==> src/rtl/vga_pkg.sv <==
// Shared types, default 1024x768 timing constants and the colour-bar table.
package vga_pkg;

    typedef enum logic [1:0] {
        MODE_BARS     = 2'd0,
        MODE_CHECKER  = 2'd1,
        MODE_GRADIENT = 2'd2,
        MODE_SOLID    = 2'd3
    } pattern_mode_t;

    localparam int DEF_H_VISIBLE = 1024;
    localparam int DEF_H_FRONT   = 24;
    localparam int DEF_H_SYNC    = 136;
    localparam int DEF_H_BACK    = 160;
    localparam int DEF_V_VISIBLE = 768;
    localparam int DEF_V_FRONT   = 3;
    localparam int DEF_V_SYNC    = 6;
    localparam int DEF_V_BACK    = 29;

    localparam int BAR_COUNT = 8;

    // Bar colour table, returned as {r,g,b} on/off bits, left to right.
    function automatic logic [2:0] bar_rgb(input logic [2:0] idx);
        logic [2:0] rgb;
        case (idx)
            3'd0:    rgb = 3'b111; // white
            3'd1:    rgb = 3'b110; // yellow
            3'd2:    rgb = 3'b011; // cyan
            3'd3:    rgb = 3'b010; // green
            3'd4:    rgb = 3'b101; // magenta
            3'd5:    rgb = 3'b100; // red
            3'd6:    rgb = 3'b001; // blue
            3'd7:    rgb = 3'b000; // black
            default: rgb = 3'b000;
        endcase
        return rgb;
    endfunction

endpackage

==> src/rtl/vga_timing_counter.sv <==
// Horizontal/vertical raster counters and the decode of visible and sync regions.
// Region order on both axes is visible, front porch, sync, back porch.
module vga_timing_counter
    import vga_pkg::*;
#(
    parameter int H_VISIBLE = DEF_H_VISIBLE,
    parameter int H_FRONT   = DEF_H_FRONT,
    parameter int H_SYNC    = DEF_H_SYNC,
    parameter int H_BACK    = DEF_H_BACK,
    parameter int V_VISIBLE = DEF_V_VISIBLE,
    parameter int V_FRONT   = DEF_V_FRONT,
    parameter int V_SYNC    = DEF_V_SYNC,
    parameter int V_BACK    = DEF_V_BACK
) (
    input  logic                          clock,
    input  logic                          reset_n,
    input  logic                          pixel_enable,
    output logic [$clog2(H_VISIBLE)-1:0]  px,
    output logic [$clog2(V_VISIBLE)-1:0]  py,
    output logic                          visible,
    output logic                          h_sync_region,
    output logic                          v_sync_region,
    output logic                          at_origin
);

    localparam int H_TOTAL = H_VISIBLE + H_FRONT + H_SYNC + H_BACK;
    localparam int V_TOTAL = V_VISIBLE + V_FRONT + V_SYNC + V_BACK;
    localparam int HC_W    = $clog2(H_TOTAL);
    localparam int VC_W    = $clog2(V_TOTAL);
    localparam int PX_W    = $clog2(H_VISIBLE);
    localparam int PY_W    = $clog2(V_VISIBLE);

    localparam logic [HC_W-1:0] H_ZERO    = HC_W'(0);
    localparam logic [HC_W-1:0] H_ONE     = HC_W'(1);
    localparam logic [HC_W-1:0] H_LAST    = HC_W'(H_TOTAL - 1);
    localparam logic [HC_W-1:0] H_VIS_END = HC_W'(H_VISIBLE);
    localparam logic [HC_W-1:0] HS_FIRST  = HC_W'(H_VISIBLE + H_FRONT);
    localparam logic [HC_W-1:0] HS_LAST   = HC_W'(H_VISIBLE + H_FRONT + H_SYNC - 1);

    localparam logic [VC_W-1:0] V_ZERO    = VC_W'(0);
    localparam logic [VC_W-1:0] V_ONE     = VC_W'(1);
    localparam logic [VC_W-1:0] V_LAST    = VC_W'(V_TOTAL - 1);
    localparam logic [VC_W-1:0] V_VIS_END = VC_W'(V_VISIBLE);
    localparam logic [VC_W-1:0] VS_FIRST  = VC_W'(V_VISIBLE + V_FRONT);
    localparam logic [VC_W-1:0] VS_LAST   = VC_W'(V_VISIBLE + V_FRONT + V_SYNC - 1);

    logic [HC_W-1:0] h_count_r;
    logic [VC_W-1:0] v_count_r;

    // Raster position: advance one pixel per strobe, step the line on horizontal wrap.
    always_ff @(posedge clock) begin
        if (!reset_n) begin
            h_count_r <= H_ZERO;
            v_count_r <= V_ZERO;
        end else if (pixel_enable) begin
            if (h_count_r == H_LAST) begin
                h_count_r <= H_ZERO;
                if (v_count_r == V_LAST) begin
                    v_count_r <= V_ZERO;
                end else begin
                    v_count_r <= v_count_r + V_ONE;
                end
            end else begin
                h_count_r <= h_count_r + H_ONE;
            end
        end
    end

    // Region decode; vertical sync depends on the line number only, so it spans whole lines.
    always_comb begin
        visible       = (h_count_r < H_VIS_END) && (v_count_r < V_VIS_END);
        h_sync_region = (h_count_r >= HS_FIRST) && (h_count_r <= HS_LAST);
        v_sync_region = (v_count_r >= VS_FIRST) && (v_count_r <= VS_LAST);
        at_origin     = (h_count_r == H_ZERO) && (v_count_r == V_ZERO);
        if (visible) begin
            px = h_count_r[PX_W-1:0];
            py = v_count_r[PY_W-1:0];
        end else begin
            px = {PX_W{1'b0}};
            py = {PY_W{1'b0}};
        end
    end

endmodule

==> src/rtl/vga_pattern_generator.sv <==
// VGA test-pattern generator: bars, checkerboard, gradient or solid colour,
// with every output registered one clock behind the raster counters.
module vga_pattern_generator
    import vga_pkg::*;
#(
    parameter int H_VISIBLE     = DEF_H_VISIBLE,
    parameter int H_FRONT       = DEF_H_FRONT,
    parameter int H_SYNC        = DEF_H_SYNC,
    parameter int H_BACK        = DEF_H_BACK,
    parameter int V_VISIBLE     = DEF_V_VISIBLE,
    parameter int V_FRONT       = DEF_V_FRONT,
    parameter int V_SYNC        = DEF_V_SYNC,
    parameter int V_BACK        = DEF_V_BACK,
    parameter bit H_SYNC_ACTIVE = 1'b0,
    parameter bit V_SYNC_ACTIVE = 1'b0,
    parameter int COLOR_BITS    = 4,
    parameter int CHECKER_SHIFT = 5
) (
    input  logic                          clock,
    input  logic                          reset_n,
    input  logic                          pixel_enable,
    input  logic [1:0]                    pattern_mode,
    input  logic [2:0]                    solid_color,
    output logic [COLOR_BITS-1:0]         red,
    output logic [COLOR_BITS-1:0]         green,
    output logic [COLOR_BITS-1:0]         blue,
    output logic                          horizontal_sync,
    output logic                          vertical_sync,
    output logic                          display_enable,
    output logic [$clog2(H_VISIBLE)-1:0]  pixel_x,
    output logic [$clog2(V_VISIBLE)-1:0]  pixel_y,
    output logic                          frame_start
);

    localparam int PX_W      = $clog2(H_VISIBLE);
    localparam int PY_W      = $clog2(V_VISIBLE);
    localparam int BAR_WIDTH = (H_VISIBLE >= BAR_COUNT) ? (H_VISIBLE / BAR_COUNT) : 1;

    localparam logic [COLOR_BITS-1:0] FULL = {COLOR_BITS{1'b1}};
    localparam logic [COLOR_BITS-1:0] ZERO = {COLOR_BITS{1'b0}};

    logic [PX_W-1:0]       px_s;
    logic [PY_W-1:0]       py_s;
    logic                  visible_s;
    logic                  hs_region_s;
    logic                  vs_region_s;
    logic                  origin_s;

    pattern_mode_t         mode_r;
    logic [2:0]            solid_r;
    pattern_mode_t         mode_s;
    logic [2:0]            solid_s;

    int                    bar_q_s;
    logic [2:0]            bar_idx_s;
    logic [2:0]            bar_rgb_s;
    logic [COLOR_BITS-1:0] red_s;
    logic [COLOR_BITS-1:0] green_s;
    logic [COLOR_BITS-1:0] blue_s;

    vga_timing_counter #(
        .H_VISIBLE (H_VISIBLE),
        .H_FRONT   (H_FRONT),
        .H_SYNC    (H_SYNC),
        .H_BACK    (H_BACK),
        .V_VISIBLE (V_VISIBLE),
        .V_FRONT   (V_FRONT),
        .V_SYNC    (V_SYNC),
        .V_BACK    (V_BACK)
    ) u_timing (
        .clock         (clock),
        .reset_n       (reset_n),
        .pixel_enable  (pixel_enable),
        .px            (px_s),
        .py            (py_s),
        .visible       (visible_s),
        .h_sync_region (hs_region_s),
        .v_sync_region (vs_region_s),
        .at_origin     (origin_s)
    );

    // Mode in effect for this pixel: the origin pixel already uses the inputs it latches.
    always_comb begin
        if (origin_s) begin
            mode_s  = pattern_mode_t'(pattern_mode);
            solid_s = solid_color;
        end else begin
            mode_s  = mode_r;
            solid_s = solid_r;
        end
    end

    // Bar index: column divided by bar width, saturated at the last bar.
    always_comb begin
        bar_q_s = int'(px_s) / BAR_WIDTH;
        if (bar_q_s > BAR_COUNT - 1) begin
            bar_idx_s = 3'(BAR_COUNT - 1);
        end else begin
            bar_idx_s = 3'(bar_q_s);
        end
        bar_rgb_s = bar_rgb(bar_idx_s);
    end

    // Pixel colour for the current raster position; black outside the visible area.
    always_comb begin
        red_s   = ZERO;
        green_s = ZERO;
        blue_s  = ZERO;
        if (visible_s) begin
            case (mode_s)
                MODE_BARS: begin
                    red_s   = bar_rgb_s[2] ? FULL : ZERO;
                    green_s = bar_rgb_s[1] ? FULL : ZERO;
                    blue_s  = bar_rgb_s[0] ? FULL : ZERO;
                end
                MODE_CHECKER: begin
                    if (px_s[CHECKER_SHIFT] ^ py_s[CHECKER_SHIFT]) begin
                        red_s   = FULL;
                        green_s = FULL;
                        blue_s  = FULL;
                    end else begin
                        red_s   = ZERO;
                        green_s = ZERO;
                        blue_s  = ZERO;
                    end
                end
                MODE_GRADIENT: begin
                    red_s   = px_s[PX_W-1 -: COLOR_BITS];
                    green_s = px_s[PX_W-1 -: COLOR_BITS];
                    blue_s  = px_s[PX_W-1 -: COLOR_BITS];
                end
                MODE_SOLID: begin
                    red_s   = solid_s[2] ? FULL : ZERO;
                    green_s = solid_s[1] ? FULL : ZERO;
                    blue_s  = solid_s[0] ? FULL : ZERO;
                end
                default: begin
                    red_s   = ZERO;
                    green_s = ZERO;
                    blue_s  = ZERO;
                end
            endcase
        end else begin
            red_s   = ZERO;
            green_s = ZERO;
            blue_s  = ZERO;
        end
    end

    // Output and mode registers; everything holds while the pixel strobe is low.
    always_ff @(posedge clock) begin
        if (!reset_n) begin
            red             <= ZERO;
            green           <= ZERO;
            blue            <= ZERO;
            horizontal_sync <= ~H_SYNC_ACTIVE;
            vertical_sync   <= ~V_SYNC_ACTIVE;
            display_enable  <= 1'b0;
            pixel_x         <= {PX_W{1'b0}};
            pixel_y         <= {PY_W{1'b0}};
            frame_start     <= 1'b0;
            mode_r          <= MODE_BARS;
            solid_r         <= 3'b000;
        end else if (pixel_enable) begin
            red             <= red_s;
            green           <= green_s;
            blue            <= blue_s;
            horizontal_sync <= hs_region_s ? H_SYNC_ACTIVE : ~H_SYNC_ACTIVE;
            vertical_sync   <= vs_region_s ? V_SYNC_ACTIVE : ~V_SYNC_ACTIVE;
            display_enable  <= visible_s;
            pixel_x         <= px_s;
            pixel_y         <= py_s;
            frame_start     <= origin_s;
            mode_r          <= mode_s;
            solid_r         <= solid_s;
        end
    end

endmodule

==> config.mk <==
export PLATFORM = sky130hd
export DESIGN_NAME = vga_pattern_generator
export DESIGN_NICKNAME = d
export VERILOG_FILES = /design/src/rtl/vga_pkg.sv /design/src/rtl/vga_timing_counter.sv /design/src/rtl/vga_pattern_generator.sv
export SDC_FILE = /design/constraint.sdc
export NUM_CORES = 1
export LEC_CHECK = 0
export ABC_AREA = 1
export CAP_MARGIN = 20
export CORE_MARGIN = 3
export CORE_UTILIZATION = 49
export DETAILED_ROUTE_END_ITERATION = 10
export PLACE_DENSITY = 0.86
export SLEW_MARGIN = 40
export SYNTH_ARGS = -nofsm -noshare
export SYNTH_HDL_FRONTEND = slang
export SYNTH_HIERARCHICAL = 1
export SYNTH_SLANG_ARGS = --single-unit
==> constraint.sdc <==
create_clock -name clock -period 2.1 [get_ports clock]
set_clock_uncertainty 0.15 [all_clocks]
set_input_delay 0.21 -clock clock [delete_from_list [all_inputs] [get_ports clock]]
set_output_delay 0.21 -clock clock [all_outputs]
set_load 0.005 [all_outputs]
==> impl_metrics.csv <==
group,metric,value,unit
floorplanning,num_rows,28,
finish,syn2layout_area_growth,33.4,%
clock_network,cts_buffers,9,
floorplanning,dieArea,7570,um2
timing,tightestPinTransition,713,ps
placement,placed_cell_area,3820,um2
clock_network,clock_latency,340,ps
grt,grt_start_max_net_pins,37,
logic_synthesis,synth_warnings,6,
grt,grt_pass1_vias,3230,
timing,setup_violations,1,
timing,finalCritPeriodShare,102,%
worst_setup_path,crit_fanout,7,
worst_setup_path,crit_top_cell,"nand2_4",
finish,layout-drive-gt1-share,23.3,%
placement,place_ws,10.0,ps
pwr,powerDensity,640,nW/um2
placement,dp_hpwl,6260,um
finish,antenna_cells,0,
finish,finalInstanceArea,4290,um2
floorplanning,start_util,52.4,%
logic_synthesis,synth_cell_types,28,
logic_synthesis,synth_nets,497,
worst_setup_path,slowest_stage,"dfxtp_1",
status,status,"finished, violations left",
floorplanning,core_area,6130,um2
pwr,power_leakage,1.87,nW
detailed_routing,vias,3543,
worst_hold_path,holdPathEnd,"display_enable",
worst_setup_path,worstPathArrival,2240,ps
run,max_cap_viol_count,0,
timing,rsz0062_at_grt,"true",
worst_setup_path,critical_path_class,"reg -> reg",
worst_setup_path,slowest_delay,310,ps
worst_setup_path,reg2reg_slack,-30,ps
placement,routabilityCongestion,0.975,
worst_setup_path,endpoint_kind,"register",
timing,period_needed,2130,ps
detailed_routing,post_drt_wl_per_cell,15.2,um
worst_hold_path,hold_depth,2,
logic_synthesis,synth_cells,484,
floorplanning,ios,44,
worst_setup_path,cp.required,2210,ps
worst_setup_path,crit_path_cell_trace,"inv_1 > nand4_1 > nor4_4 > buf_6 > inv_6 > nand2_4 > nand2_8 > nand2_4 > nand2_4 > nand3_1 > nand2_1 > a21oi_1",
timing,timing.hold.ws,315,ps
detailed_routing,route.detailed.drc,0,
logic_synthesis,synth_top_family_by_area,"simple AND/OR/NAND/NOR gates",
grt,grtUsageMet1,31.5,%
worst_hold_path,hp-class,"reg -> reg",
worst_hold_path,hp-start,"display_enable",
logic_synthesis,yosysSeqAreaShare,38.6,%
worst_setup_path,r2r-end,"green[3]",
clock_network,tritoncts,"yes",
grt,grt_use_total,25.3,%
status,violations,"negative setup slack",
grt,grt_pass1_wl,15200,um
worst_setup_path,rr_startpoint,"u_timing/h_count_r[5]",
timing,drv_slew,0,
worst_setup_path,cpLargestDelayFamily,"simple AND/OR/NAND/NOR gates",
clock_network,clock_path_buffers,2,
clock_network,htreeDepth,3,
logic_synthesis,synthXorXnorAreaFrac,0.817,%
detailed_routing,via_per_inst,5.61,
logic_synthesis,synth_area_per_cell,6.64,um2
detailed_routing,drtAntennaViolNets,0,
finish,fin_nets,565,
logic_synthesis,synth-seq-cells,62,
clock_network,clk_pin_slew,70,ps
clock_network,cts_root_buf,"clkbuf_8",
grt,met3_usage,6.62,%
logic_synthesis,netlist_area,3210,um2
timing,max_freq,469,MHz
clock_network,clkSinkCount,62,
grt,grt-ovfl-total,0,
detailed_routing,drt_pre_antenna_iters,7,
worst_setup_path,ff2ff_path_depth,12,
logic_synthesis,synth_adder_area_share,1.95,%
timing,hold_viol,0,
finish,fillCellCount,455,
logic_synthesis,synth-simple-area-share,38.0,%
logic_synthesis,synth_compound_area_share,11.5,%
floorplanning,die_x,87.0,um
detailed_routing,drt_iter0_drc,365,
grt,busiest_layer,"met2",
pwr,irDropWorstVdd,0.000598,V
logic_synthesis,muxShareOfSynthArea,0,%
grt,grt.met2_usage,42.6,%
timing,worst_slack,-33.2,ps
floorplanning,fp.dieH,87.0,um
grt,antenna_found_initial,0,
timing,maxSlewHeadroom,52.4,%
worst_setup_path,critPathBufInv,3,
detailed_routing,wirelength,9610,um
placement,io_buffers,43,
worst_setup_path,worstSetupStartpointType,"register",
metrics by stage:
stage	power (mW)	util (%)	TNS (ps)	cells
finish	2.75	69.9	-33.2	632
CTS	2.68	67.2	0	628
floorplan	1.57	-	0	484
detailed placement	1.74	62.4	0	608
global route	2.86	69.9	-620	632
global placement	1.73	62.4	0	608
timing repair:
action,in CTS,in global routing
hold buffers,0,0
pin swaps,8,16
buffers inserted,3,4
resized for setup,30,39
cloned,1,1
endpoints found under the setup margin,2,17
placed cells by master (no fill, tap or decap), drive strengths merged:
cell | netlist | layout
nand2 | 118 | 119
nor2 | 96 | 96
dfxtp | 62 | 62
inv | 54 | 54
nand3 | 45 | 45
clkdlybuf4s50 | 0 | 43
o21ai | 35 | 35
buf | 9 | 29
a21oi | 26 | 26
clkbuf | 7 | 12
nor3 | 11 | 11
nand4 | 7 | 7
ha | 5 | 5
clkinv | 0 | 3
a31oi | 3 | 3
xor2 | 3 | 3
nor4 | 3 | 3
clkinvlp | 0 | 1
where the power goes:
group          internal (mW)  switching [mW]
clock network          0.454           0.458
registers               1.24          0.0376
logic                  0.239           0.317
total                   1.93           0.812
routing by layer:
layer,wire (um),vias up
li1,-,1692
met1,3900,1593
met2,4560,215
met3,852,43
met4,305,0
met5,0,-
sequential cells by signal (all words and copies together), names as in the netlist:
signal and count:
u_timing/h_count_r 11, pixel_x 10, pixel_y 10, u_timing/v_count_r 10
blue 4, green 4, red 4, solid_r 3
mode_r 2, display_enable 1, frame_start 1, horizontal_sync 1
vertical_sync 1
worst min-delay path, cell delays in order, from the launching register on:
cell and delay [ps]:
dfxtp_1 310, nand2_1 60, a21oi_1 50
final cells by class:
| type | instances | area, um2 | area share [%] |
|---|---|---|---|
| repair buffers | 72 | 652 | 15.2 |
| multi-input cells | 353 | 1910 | 44.7 |
| flip-flops and latches | 62 | 1250 | 29.2 |
| clock buffers | 12 | 145 | 3.39 |
| inverters | 54 | 208 | 4.85 |
| well taps | 75 | 93.8 | 2.19 |
| clock inverters | 4 | 22.5 | 0.525 |
cell usage after synthesis (all sizes together):
library cell,instances,area share [%]
o21ai,35,5.6
a21oi,26,5.3
dfxtp,62,39
nand2,118,16
nand4,7,1.4
buf,9,1.8
nor2,96,11
clkbuf,7,0.86
nand3,45,7.3
nor4,3,0.58
ha,5,1.9
xor2,3,0.82
nor3,11,1.7
inv,54,6.5
a31oi,3,0.58
cell families (layout without fill, tap and decap cells):
family                     Yosys count  after routing
AOI/OAI and AO/OA                   64             64
DFF                                 62             62
adders and majority gates            5              5
xor gates and xnor gates             3              3
and+or+nand+nor                    280            281
buffers and inverters               70            142
how the worst max path moves through the flow:
stage	end	slack, ps	cells after the start	startpoint
after floorplan	blue[0]	90	15	u_timing/v_count_r[6]
after global placement	blue[3]	60	12	u_timing/h_count_r[0]
after detailed placement	blue[0]	10	12	u_timing/h_count_r[0]
after CTS	blue[3]	10	14	u_timing/v_count_r[7]
after global routing	green[3]	-120	13	u_timing/h_count_r[0]
final	green[3]	-30	12	u_timing/h_count_r[5]
Note: power is estimated with default switching activity, not from simulation.
